<file path="config.mk">
export PLATFORM = sky130hd
export DESIGN_NAME = inst_fetch
export DESIGN_NICKNAME = d
export VERILOG_FILES = /design/src/rtl/inst_fetch.sv
export SDC_FILE = /design/constraint.sdc
export NUM_CORES = 1
export LEC_CHECK = 0
export BUFFER_PORTS_ARGS = -buffer_cell sky130_fd_sc_hd__buf_2
export CELL_PAD_IN_SITES_DETAIL_PLACEMENT = 1
export CELL_PAD_IN_SITES_GLOBAL_PLACEMENT = 2
export CORE_MARGIN = 1
export CORE_UTILIZATION = 26
export DETAILED_ROUTE_END_ITERATION = 6
export GPL_ROUTABILITY_DRIVEN = 1
export PLACE_DENSITY = 0.83
export SKIP_CTS_REPAIR_TIMING = 1
export SYNTH_ARGS = -nofsm -noshare
export SYNTH_HDL_FRONTEND = slang
export SYNTH_SLANG_ARGS = --single-unit
export TNS_END_PERCENT = 50
</file>
<file path="constraint.sdc">
create_clock -name clk -period 3.8 [get_ports clk]
set_clock_uncertainty 0.1 [all_clocks]
set_input_delay 0.19 -clock clk [delete_from_list [all_inputs] [get_ports clk]]
set_output_delay 0.19 -clock clk [all_outputs]
set_load 0.1 [all_outputs]
</file>
<file path="src/rtl/inst_fetch.sv">
// Instruction fetch stage: owns the PC, requests words from instruction
// memory with a ready handshake, latches them into the instruction register
// and presents the decoded fields to the immediate extender and decode.
module inst_fetch #(
  parameter logic [31:0] RESET_PC = 32'h0000_0000
) (
  input  logic        clk,
  input  logic        reset,
  output logic        imem_req,
  output logic [31:0] imem_addr,
  input  logic        imem_ready,
  input  logic [31:0] imem_rdata,
  input  logic        stall,
  input  logic        redirect,
  input  logic [31:0] redirect_pc,
  output logic        if_valid,
  output logic [31:0] if_pc,
  output logic [31:0] if_pc4,
  output logic [5:0]  opcode,
  output logic [4:0]  rs,
  output logic [4:0]  rt,
  output logic [4:0]  rd,
  output logic [4:0]  shamt,
  output logic [5:0]  funct,
  output logic [15:0] immediate16,
  output logic [25:0] immediate26,
  output logic        ext_select,
  output logic        halted
);

  typedef enum logic [1:0] {
    S_BOOT = 2'd0,
    S_REQ  = 2'd1,
    S_HALT = 2'd2
  } state_t;

  state_t      state_reg;
  state_t      state_next;
  logic [31:0] pc_reg;
  logic [31:0] ir_reg;
  logic [31:0] if_pc_reg;
  logic        if_valid_reg;
  logic        capture;
  logic        rdata_is_syscall;

  // SYSCALL is R-type (opcode 0) with funct 0x0C.
  assign rdata_is_syscall = (imem_rdata[31:26] == 6'd0) && (imem_rdata[5:0] == 6'h0C);

  // State register; reset always returns to the boot cycle.
  always_ff @(posedge clk or posedge reset) begin
    if (reset) begin
      state_reg <= S_BOOT;
    end else begin
      state_reg <= state_next;
    end
  end

  // Next state: redirect overrides everything, a captured SYSCALL halts.
  always_comb begin
    state_next = state_reg;
    if (redirect) begin
      state_next = S_REQ;
    end else begin
      case (state_reg)
        S_BOOT:  state_next = S_REQ;
        S_REQ:   state_next = (capture && rdata_is_syscall) ? S_HALT : S_REQ;
        S_HALT:  state_next = S_HALT;
        default: state_next = S_BOOT;
      endcase
    end
  end

  // Outputs of the FSM: request only when fetching, no held instruction is
  // blocked by stall, and no redirect is replacing the PC this cycle.
  always_comb begin
    imem_req = 1'b0;
    halted   = 1'b0;
    case (state_reg)
      S_REQ:   imem_req = !(if_valid_reg && stall) && !redirect;
      S_HALT:  halted   = 1'b1;
      default: imem_req = 1'b0;
    endcase
    capture = imem_req && imem_ready;
  end

  // PC, instruction register and valid flag; a redirect discards any
  // returned word and squashes the held instruction.
  always_ff @(posedge clk or posedge reset) begin
    if (reset) begin
      pc_reg       <= RESET_PC;
      ir_reg       <= 32'd0;
      if_pc_reg    <= 32'd0;
      if_valid_reg <= 1'b0;
    end else if (redirect) begin
      pc_reg       <= redirect_pc;
      if_valid_reg <= 1'b0;
    end else if (capture) begin
      ir_reg       <= imem_rdata;
      if_pc_reg    <= pc_reg;
      pc_reg       <= pc_reg + 32'd4;
      if_valid_reg <= 1'b1;
    end else begin
      if_valid_reg <= if_valid_reg && stall;
    end
  end

  assign imem_addr   = pc_reg;
  assign if_valid    = if_valid_reg;
  assign if_pc       = if_pc_reg;
  assign if_pc4      = if_pc_reg + 32'd4;
  assign opcode      = ir_reg[31:26];
  assign rs          = ir_reg[25:21];
  assign rt          = ir_reg[20:16];
  assign rd          = ir_reg[15:11];
  assign shamt       = ir_reg[10:6];
  assign funct       = ir_reg[5:0];
  assign immediate16 = ir_reg[15:0];
  assign immediate26 = ir_reg[25:0];
  // J and JAL take the 26-bit target form of the immediate.
  assign ext_select  = (ir_reg[31:26] == 6'b000010) || (ir_reg[31:26] == 6'b000011);

endmodule

</file>
; After elaboration in Yosys (flattened, before gate mapping)
; Cells that the tools add are included.
[totals]
register_bits = 99
word_cells = 34
[op_classes]
n_addsub = 2
eq_ne = 5
n_mux = 9
bitwise = 1
reduce_logical = 12
[ops]
columns = cell, n
row1 = $add A32 B3 Y32 const B, 2
row2 = $mux W32, 2
row3 = $eq A6 B2 Y1 const B, 2
row4 = $eq A6 B4 Y1 const B, 1
row5 = $logic_not A6 Y1, 1
row6 = $pmux W2 S3, 1
row7 = $logic_and A1 B1 Y1, 5
row8 = $mux W1, 4
row9 = $mux W2, 2
row10 = $eq A2 B1 Y1 const B, 1
row11 = $eq A2 B2 Y1 const B, 1
row12 = $logic_not A1 Y1, 2
row13 = $logic_not A2 Y1, 1
row14 = $reduce_and A2 Y1, 1
row15 = $reduce_bool A2 Y1, 1
row16 = $logic_or A1 B1 Y1, 1
row17 = $not A1 Y1, 1

; Logic depth before layout (Yosys ltp)
; Gate-level depths: netlist of run 1.
[depth]
ltp_word = 9
ltp_mapped = 7
mapped_depth_nobuf = 6

; Worst setup path before layout of run 1
; Ideal clock, no wire load.
[synth_path]
path_type = register to output
startpoint = register if_pc_reg[12], in the netlist if_pc[12]
endpoint = output port if_pc4[27]
arrival_ps = 3687
setup_slack_ps = -177
stages_incl_launch_ff = 6
n_path_buf = 0
path_cell_list = dfrtp_1 and4_1 nand3_1 nor4_4 nand3_1 xnor2_1
[synth_via]
elab_chain_cells = 1
[synth_lines]
columns = item, line
row1 = "start, declared", 41  ; logic [31:0] if_pc_reg;
row2 = "start signal, assigned", 99  ; if_pc_reg <= pc_reg;
row3 = $add A32 B3 Y32, 110  ; assign if_pc4 = if_pc_reg + 32'd4;
row4 = "end, declared", 18  ; output logic [31:0] if_pc4,
; No other way between the ends.

; Worst setup path after layout of run 1
[layout_path]
startpoint = register if_pc_reg[12], in the netlist if_pc[12]
endpoint = output port if_pc4[26]
; The elaborated chain is that of the path after synthesis.

==> results of run 1 <==
-- metrics by stage --
step	area, µm²	setup slack, ps	setup TNS, ps
floorplan	5348	-128.8	-316.1
global placement	6489	1274	0
detailed placement	6489	1230	0
CTS	6773	841.8	0
global route	7303	605.9	0
finish	7306	844.5	0
-- worst max-delay path: cells and delay by family (launching register included) --
| kind | cells | cell delay (ps) |
|---|---|---|
| and+or+nand+nor | 4 | 1240 |
| buffers and inverters | 1 | 450 |
| DFF | 1 | 450 |
| xor gates and xnor gates | 1 | 170 |
-- cell type report --
type	instances	share of cell area
clock buffers	10	0.03134
clock inverters	5	0.007536
multi-input cells	447	0.3278
repair buffers	301	0.2446
diodes	1	0.0003425
well taps	265	0.04538
inverters	7	0.003939
flip-flops and latches	99	0.3391
-- synth_stat cells (4+ instances only) --
cell type,count
sky130_fd_sc_hd__nand2_1,238
sky130_fd_sc_hd__dfrtp_1,99
sky130_fd_sc_hd__buf_4,44
sky130_fd_sc_hd__nand3_1,26
sky130_fd_sc_hd__xnor2_1,26
sky130_fd_sc_hd__o21ai_0,20
sky130_fd_sc_hd__nor2_1,19
sky130_fd_sc_hd__buf_2,16
sky130_fd_sc_hd__nand4_1,16
sky130_fd_sc_hd__clkbuf_1,9
sky130_fd_sc_hd__o21ai_1,8
sky130_fd_sc_hd__o311ai_0,8
sky130_fd_sc_hd__and3_1,7
sky130_fd_sc_hd__inv_1,7
sky130_fd_sc_hd__a21oi_1,6
sky130_fd_sc_hd__xor2_1,6
sky130_fd_sc_hd__a221o_1,5
sky130_fd_sc_hd__a31oi_1,5
sky130_fd_sc_hd__and4_1,5
sky130_fd_sc_hd__nor2b_1,4
sky130_fd_sc_hd__nor3_1,4
sky130_fd_sc_hd__o211ai_1,4
-- worst paths after layout --
| kind | from | endpoint | slack (ps) |
|---|---|---|---|
| max in group asynchronous | reset | if_pc[17]$_DFFE_PP0P_ | 2690 |
| min | reset | ir_reg[10]$_DFFE_PP0P_ | -40 |
| min reg2reg | ir_reg[26]$_DFFE_PP0P_ | ir_reg[26]$_DFFE_PP0P_ | 390 |
| max reg2reg | imem_addr[2]$_DFFE_PP0P_ | imem_addr[28]$_DFFE_PP0P_ | 1490 |
| min in group clk | redirect_pc[7] | imem_addr[7]$_DFFE_PP0P_ | -10 |
| max | if_pc[12]$_DFFE_PP0P_ | if_pc4[26] | 840 |
-- placed cells by master (no fill, tap or decap), types with 3 or more instances in the layout --
cell,synthesis,routed
sky130_fd_sc_hd__nand2_1,238,238
sky130_fd_sc_hd__nand4_1,16,16
sky130_fd_sc_hd__o21ai_0,20,20
sky130_fd_sc_hd__inv_1,7,6
sky130_fd_sc_hd__nor2_1,19,19
sky130_fd_sc_hd__and4_1,5,4
sky130_fd_sc_hd__a22oi_1,3,3
sky130_fd_sc_hd__nor4_4,3,3
sky130_fd_sc_hd__a21oi_1,6,6
sky130_fd_sc_hd__a221o_1,5,5
sky130_fd_sc_hd__clkbuf_16,0,9
sky130_fd_sc_hd__dfrtp_1,99,99
sky130_fd_sc_hd__o21ai_1,8,8
sky130_fd_sc_hd__nor3_1,4,4
sky130_fd_sc_hd__and3_1,7,7
sky130_fd_sc_hd__xor2_1,6,6
sky130_fd_sc_hd__dlygate4sd3_1,0,53
sky130_fd_sc_hd__a31oi_1,5,5
sky130_fd_sc_hd__buf_2,16,242
sky130_fd_sc_hd__nor2b_1,4,4
sky130_fd_sc_hd__xnor2_1,26,23
sky130_fd_sc_hd__buf_4,44,6
sky130_fd_sc_hd__nor4_1,3,3
sky130_fd_sc_hd__nand3_1,26,26
sky130_fd_sc_hd__o311ai_1,3,3
sky130_fd_sc_hd__o211ai_1,4,4
sky130_fd_sc_hd__xnor2_2,0,3
sky130_fd_sc_hd__o311ai_0,8,8
-- cells by family (layout without fill, tap and decap cells) --
| kind of cell | Yosys count | after routing | share of synthesized area |
|---|---|---|---|
| buffers and inverters | 78 | 323 | 0.08976 |
| xor gates and xnor gates | 32 | 32 | 0.05263 |
| muxes | 2 | 2 | 0.004229 |
| and+or+nand+nor | 343 | 343 | 0.2982 |
| adders and majority gates | 2 | 2 | 0.004698 |
| other | 0 | 1 | 0 |
| AOI/OAI and AO/OA | 68 | 68 | 0.08530 |
| DFF | 99 | 99 | 0.4652 |
-- power breakdown --
group | internal (mW) | total, mW | switching [mW]
sequential | 1.20 | 1.41 | 0.208
combinational | 0.382 | 2.84 | 2.46
clock | 0.506 | 0.928 | 0.422
-- routing by layer --
layer / part of all wire / global-route usage / vias up
met4: 0.011 / 0.04737 / 0
li1: - / - / 2538
met5: 0 / 0 / -
met3: 0.060 / 0.03270 / 13
met1: 0.45 / 0.2303 / 2540
met2: 0.48 / 0.2764 / 171
==> flow_summary.ini, run 1 <==
[cts]
clock_latency_ps = 350
numCtsBuffers = 9
numClockSinks = 99
tritoncts = built
clockRootBuffer = sky130_fd_sc_hd__clkbuf_16
clock_path_buffers = 2
cts_htree_levels = 3
path_clk_slew_ps = 70

[placement]
port_buffers = 242
placedCellCount = 1066
hpwl_um = 12960
gp_congestion = 0.7713

[floorplanning]
core_area_mm2 = 0.01978
die_h_um = 145.1
floorplan.die.width_um = 145.1
design.die.area_mm2 = 0.02106
fp-row-count = 51
floorplan.initialDensity = 0.2692
top_level_ports = 243

[route]
drt_wl_total_um = 18590
vias_per_cell = 4.636
via_count = 5262
route.detailed.wl_per_inst_um = 16.38
final_antenna_net_count = 0
number_of_drc_markers_in_iteration_0 = 211
drc = 0
detail_route.first_pass.iterations = 4

[sta]
finalWorstPathRequiredPeriod_ps = 2955
report.final.slew_viol_count = 0
rsz0062_at_grt = false
finalCritPeriodShare = 0.7778
timing.final.setup_violations = 0
hold_viol = 77
achievable-frequency_mhz = 338.4
fin_hold_ws_ps = -42.05
max_slew.worst_pin.slew_ps = 951.9
timing.max_slew.rel_slack = 0.3654

[layout]
final_layout_size_suffix_gt1_frac = 0.3257
multi_input_area_mm2 = 0.002395
sequential_cell_area_mm2 = 0.002477
area_added_between_synthesis_and_finish_pct = 37.19
filler_cell_count = 2478
fin_cells = 1135
fin_util = 0.3693
finish.net_count = 936

[run]
drv_cap = 0

[synthesis]
synth-edff-count = 0
ys_ff_latch = 99
per_instance_average_area_after_synthesis_um2 = 8.534
synthesis.instances = 624
synthDominantCellAreaShare = 0.4652
postSynthNetCount = 695
synth.area.top_cells = sky130_fd_sc_hd__dfrtp_1 47%, sky130_fd_sc_hd__nand2_1 17%, sky130_fd_sc_hd__buf_4 6.2%, sky130_fd_sc_hd__xnor2_1 4.3%, sky130_fd_sc_hd__nand3_1 2.4%
synth.yosys.seq_area_share = 0.4652
netlist.top_cell.by_area = sky130_fd_sc_hd__dfrtp_1
yosys.cell_types.count = 48
yosysWarnings = 0
yosys_most_used_dff = sky130_fd_sc_hd__dfrtp_1
async_flop_share = 1.000
synth_cell_area_mm2 = 0.005325

[worst_setup_path]
critical_path.endpoint_type = output pin
crit_slowest_cell = sky130_fd_sc_hd__nor4_2
critPathMaxFanout = 7
worst_ep_arrival_time_ps = 2670
critical-path-max-stage-delay_ps = 590
crit_type = reg -> out
timing.critical_path.cells = and4_1, nand3_1, nor4_2, nand2_1, xnor2_1, buf_2
ff2ff_path_depth = 6
required_arrival_time_at_the_worst_endpoint_ps = 3510
critPathLaunchType = register

[global_route]
overflow = 0
grt_first_pass_wirelength_um = 28470
track_usage = 0.1705
grt_start_max_net_pins = 74
grt_antenna_before_repair = 1
grt_pass1_vias = 4972

[run_status]
violations = hold timing
status = complete, but fails checks

[power_and_ir_drop]
finalPower_mw = 5.176
worst_ir_drop_vdd_mv = 0.2769
power-per-cell-area_mw_per_mm2 = 708.4
power_leakage_nw = 3.733

[min_path]
min-delay-path-class = in -> async
(Power assumes the default switching activity.)
==> run 2: changes to the inputs <==
--- a/config.mk
+++ b/config.mk
@@ -5,6 +5,7 @@
 export SDC_FILE = /design/constraint.sdc
 export NUM_CORES = 1
 export LEC_CHECK = 0
+export ABC_AREA = 1
 export BUFFER_PORTS_ARGS = -buffer_cell sky130_fd_sc_hd__buf_2
 export CELL_PAD_IN_SITES_DETAIL_PLACEMENT = 1
 export CELL_PAD_IN_SITES_GLOBAL_PLACEMENT = 2
@@ -12,7 +13,7 @@
 export CORE_UTILIZATION = 26
 export DETAILED_ROUTE_END_ITERATION = 6
 export GPL_ROUTABILITY_DRIVEN = 1
-export PLACE_DENSITY = 0.83
+export PLACE_DENSITY = 0.85
 export SKIP_CTS_REPAIR_TIMING = 1
 export SYNTH_ARGS = -nofsm -noshare
 export SYNTH_HDL_FRONTEND = slang
==> constraint.sdc (replaced) <==
create_clock -name clk -period 2.8 [get_ports clk]
set_clock_uncertainty 0.1 [all_clocks]
set_input_delay 0.14 -clock clk [delete_from_list [all_inputs] [get_ports clk]]
set_output_delay 0.14 -clock clk [all_outputs]
set_load 0.1 [all_outputs]
==> run 2 against run 1 <==
Against the previous run:
- sequential cell count unchanged
- synthesized cell count up 36%
- register-to-register slack got worse by 670 ps
- sequential share of layout area decreased by 4.0 points
- via count grew 19%
- non-clock buffer count down 1
- synthesized area up 13%
- wire length rose by 20%
- highest routed layer unchanged
- count of clock-buffer cells in the layout is 1 higher
- global-route usage grew 1.8 points
- the run still ends with hold timing left
- setup slack lost 630 ps
==> flow_summary.ini, run 2 <==
[cts]
clock_latency_ps = 360
tritoncts = built
clock_path_buffers = 2
numClockSinks = 99
cts_htree_levels = 3
path_clk_slew_ps = 70
numCtsBuffers = 9
clockRootBuffer = sky130_fd_sc_hd__clkbuf_16

[synthesis]
synth_most_common_cell = sky130_fd_sc_hd__nand2_1
postSynthNetCount = 921
synth.cells.most_frequent = 294 x sky130_fd_sc_hd__nand2_1, 99 x sky130_fd_sc_hd__dfrtp_1, 86 x sky130_fd_sc_hd__inv_1, 83 x sky130_fd_sc_hd__nor2_1, 76 x sky130_fd_sc_hd__nand3_1
synth.area.top_cells = sky130_fd_sc_hd__dfrtp_1 41%, sky130_fd_sc_hd__nand2_1 18%, sky130_fd_sc_hd__nand3_1 6.3%, sky130_fd_sc_hd__buf_4 5.6%, sky130_fd_sc_hd__inv_1 5.4%
yosys_most_used_dff = sky130_fd_sc_hd__dfrtp_1
synth.yosys.seq_area_share = 0.4111
per_instance_average_area_after_synthesis_um2 = 7.089
synth_cell_area_mm2 = 0.006026
synthesis.instances = 850
yosysWarnings = 0
synthDominantCellAreaShare = 0.4111
async_flop_share = 1.000
yosys.cell_types.count = 33
netlist.top_cell.by_area = sky130_fd_sc_hd__dfrtp_1
ys_ff_latch = 99
synth-edff-count = 0

[placement]
detailed_place.area_mm2 = 0.007458
hpwl_um = 17280
gp_congestion = 0.8147
port_buffers = 242

[layout]
filler_cell_count = 2907
antenna_cells = 0
final_layout_size_suffix_gt1_frac = 0.2860
final_common_cell = sky130_fd_sc_hd__nand2_1
final_area_mm2 = 0.008313
highest_count_cells_in_the_layout_ignoring_fill_and_taps = 294 x sky130_fd_sc_hd__nand2_1, 241 x sky130_fd_sc_hd__buf_2, 94 x sky130_fd_sc_hd__dfrtp_1
area_added_between_synthesis_and_finish_pct = 37.96
finish.net_count = 1164

[floorplanning]
design.die.area_mm2 = 0.02379
core_area_mm2 = 0.02271
floorplan.die.width_um = 154.2
top_level_ports = 243
floorplan.initialDensity = 0.2653
die_h_um = 154.2
fp-row-count = 55

[route]
detail_route.first_pass.iterations = 4
route.detailed.wl_per_inst_um = 16.09
number_of_drc_markers_in_iteration_0 = 264
drt_wl_total_um = 22250
via_count = 6258
drc = 0
final_antenna_net_count = 0
vias_per_cell = 4.525

[global_route]
grt_pass1_vias = 6091
grt_first_pass_wirelength_um = 34420
grt_start_max_net_pins = 126
grt_antenna_before_repair = 0
overflow = 0
track_usage = 0.1885

[power_and_ir_drop]
p_switching_mw = 4.607
power_leakage_nw = 4.285
power.switching_fraction = 0.5980
clk_network_pwr_share = 0.184
power-per-cell-area_mw_per_mm2 = 926.8
worst_ir_drop_vdd_mv = 0.3925
power_frac_seq = 0.259
pwr-share-comb = 0.557
internal_power_mw = 3.097

[worst_setup_path]
critPathMaxFanout = 5
crit_type = reg -> out
critical_path.endpoint_type = output pin
critPathLaunchType = register
required_arrival_time_at_the_worst_endpoint_ps = 2560
worst_ep_arrival_time_ps = 2340

[sta]
timing.final.setup_violations = 0
report.final.slew_viol_count = 0
achievable-frequency_mhz = 387.3
max_slew.worst_pin.slew_ps = 767.4
finalCritPeriodShare = 0.9222
hold_viol = 10
fin_hold_ws_ps = -25.69
timing.max_slew.rel_slack = 0.4877
rsz0062_at_grt = false
finalWorstPathRequiredPeriod_ps = 2582

[min_path]
min-delay-path-class = in -> reg

[run_status]
status = complete, but fails checks
violations = hold timing

[run]
drv_cap = 0
==> run 2: changes by cell type after synthesis, moves of 8 or more <==
cell,before,now
sky130_fd_sc_hd__o311ai_0,8,0
sky130_fd_sc_hd__o21ai_1,8,31
sky130_fd_sc_hd__nor2_1,19,83
sky130_fd_sc_hd__o21ai_0,20,12
sky130_fd_sc_hd__xnor2_1,26,7
sky130_fd_sc_hd__nand3_1,26,76
sky130_fd_sc_hd__inv_1,7,86
sky130_fd_sc_hd__nand2_1,238,294
==> run 2: final timing paths <==
path                       depth (start not counted)  slack [ps]                         to                   start
max                                                8         220                 if_pc4[30]    if_pc[2]$_DFFE_PP0P_
min                                                4         -30  imem_addr[29]$_DFFE_PP0P_         redirect_pc[29]
max reg2reg                                        8         820     state_reg[0]$_DFF_PP0_  state_reg[1]$_DFF_PP0_
min reg2reg                                        2         390     ir_reg[26]$_DFFE_PP0P_  ir_reg[26]$_DFFE_PP0P_
max in group asynchronous                          4        1550  imem_addr[12]$_DFFE_PP0P_                   reset
min in group asynchronous                          3         240     ir_reg[15]$_DFFE_PP0P_                   reset
==> run 2: per-layer routing <==
| metal | up-vias | routed length [µm] | GRT usage | part of all wire |
|---|---|---|---|---|
| met5 | - | 0 | 0 | 0 |
| met2 | 112 | 10450 | 0.2998 | 0.47 |
| li1 | 3120 | - | - | - |
| met1 | 2994 | 10410 | 0.2595 | 0.47 |
| met3 | 32 | 755 | 0.02578 | 0.034 |
| met4 | 0 | 634 | 0.07190 | 0.028 |
==> run 2: final cells by class <==
type	count	area (µm²)	share of cell area
Multi-Input combinational cell	594	2985	0.3591
Clock buffer	11	252.7	0.03040
Tap cell	285	356.6	0.04290
Clock inverter	5	82.58	0.009934
Timing Repair Buffer	300	1814	0.2182
Sequential cell	99	2484	0.2988
Inverter	89	337.8	0.04064
==> run 2: kinds of logic after synthesis <==
kind of cell / Yosys count / synth area share
simple gates: 513 / 0.3748
buf+inv: 157 / 0.1302
flops: 99 / 0.4111
compound gates: 61 / 0.05357
xor+xnor: 18 / 0.02616
fa+ha+maj: 2 / 0.004152
==> run 2: stage by stage <==
step / setup slack [ps] / util / instances / power [mW] / TNS, ps
floorplan: -586.7 / - / 850 / 5.658 / -1248
global placement: 530.9 / 0.3284 / 1316 / 6.245 / 0
detailed placement: 476.6 / 0.3284 / 1316 / 6.276 / 0
CTS: 75.35 / 0.3432 / 1332 / 7.722 / 0
global route: 41.66 / 0.3661 / 1383 / 8.004 / 0
finish: 218.0 / 0.3661 / 1383 / 7.705 / 0
==> run 2: power by group through the flow <==
stage	Sequential (mW)	Combinational (mW)	Clock, mW
floorplan	3.52	2.14	0
global placement	2.02	4.23	0
detailed placement	2.03	4.25	0
CTS	2.00	4.25	1.47
global route	2.05	4.45	1.51
finish	2.00	4.29	1.42
==> run 2: critical path, stage by stage, from the launching register on <==
cell	delay, ps
sky130_fd_sc_hd__dfrtp_2	400
sky130_fd_sc_hd__ha_1	240
sky130_fd_sc_hd__nand2_1	100
sky130_fd_sc_hd__inv_1	80
sky130_fd_sc_hd__nand2_1	190
sky130_fd_sc_hd__nor2_2	350
sky130_fd_sc_hd__nand3_1	120
sky130_fd_sc_hd__nand2_1	80
sky130_fd_sc_hd__buf_2	430
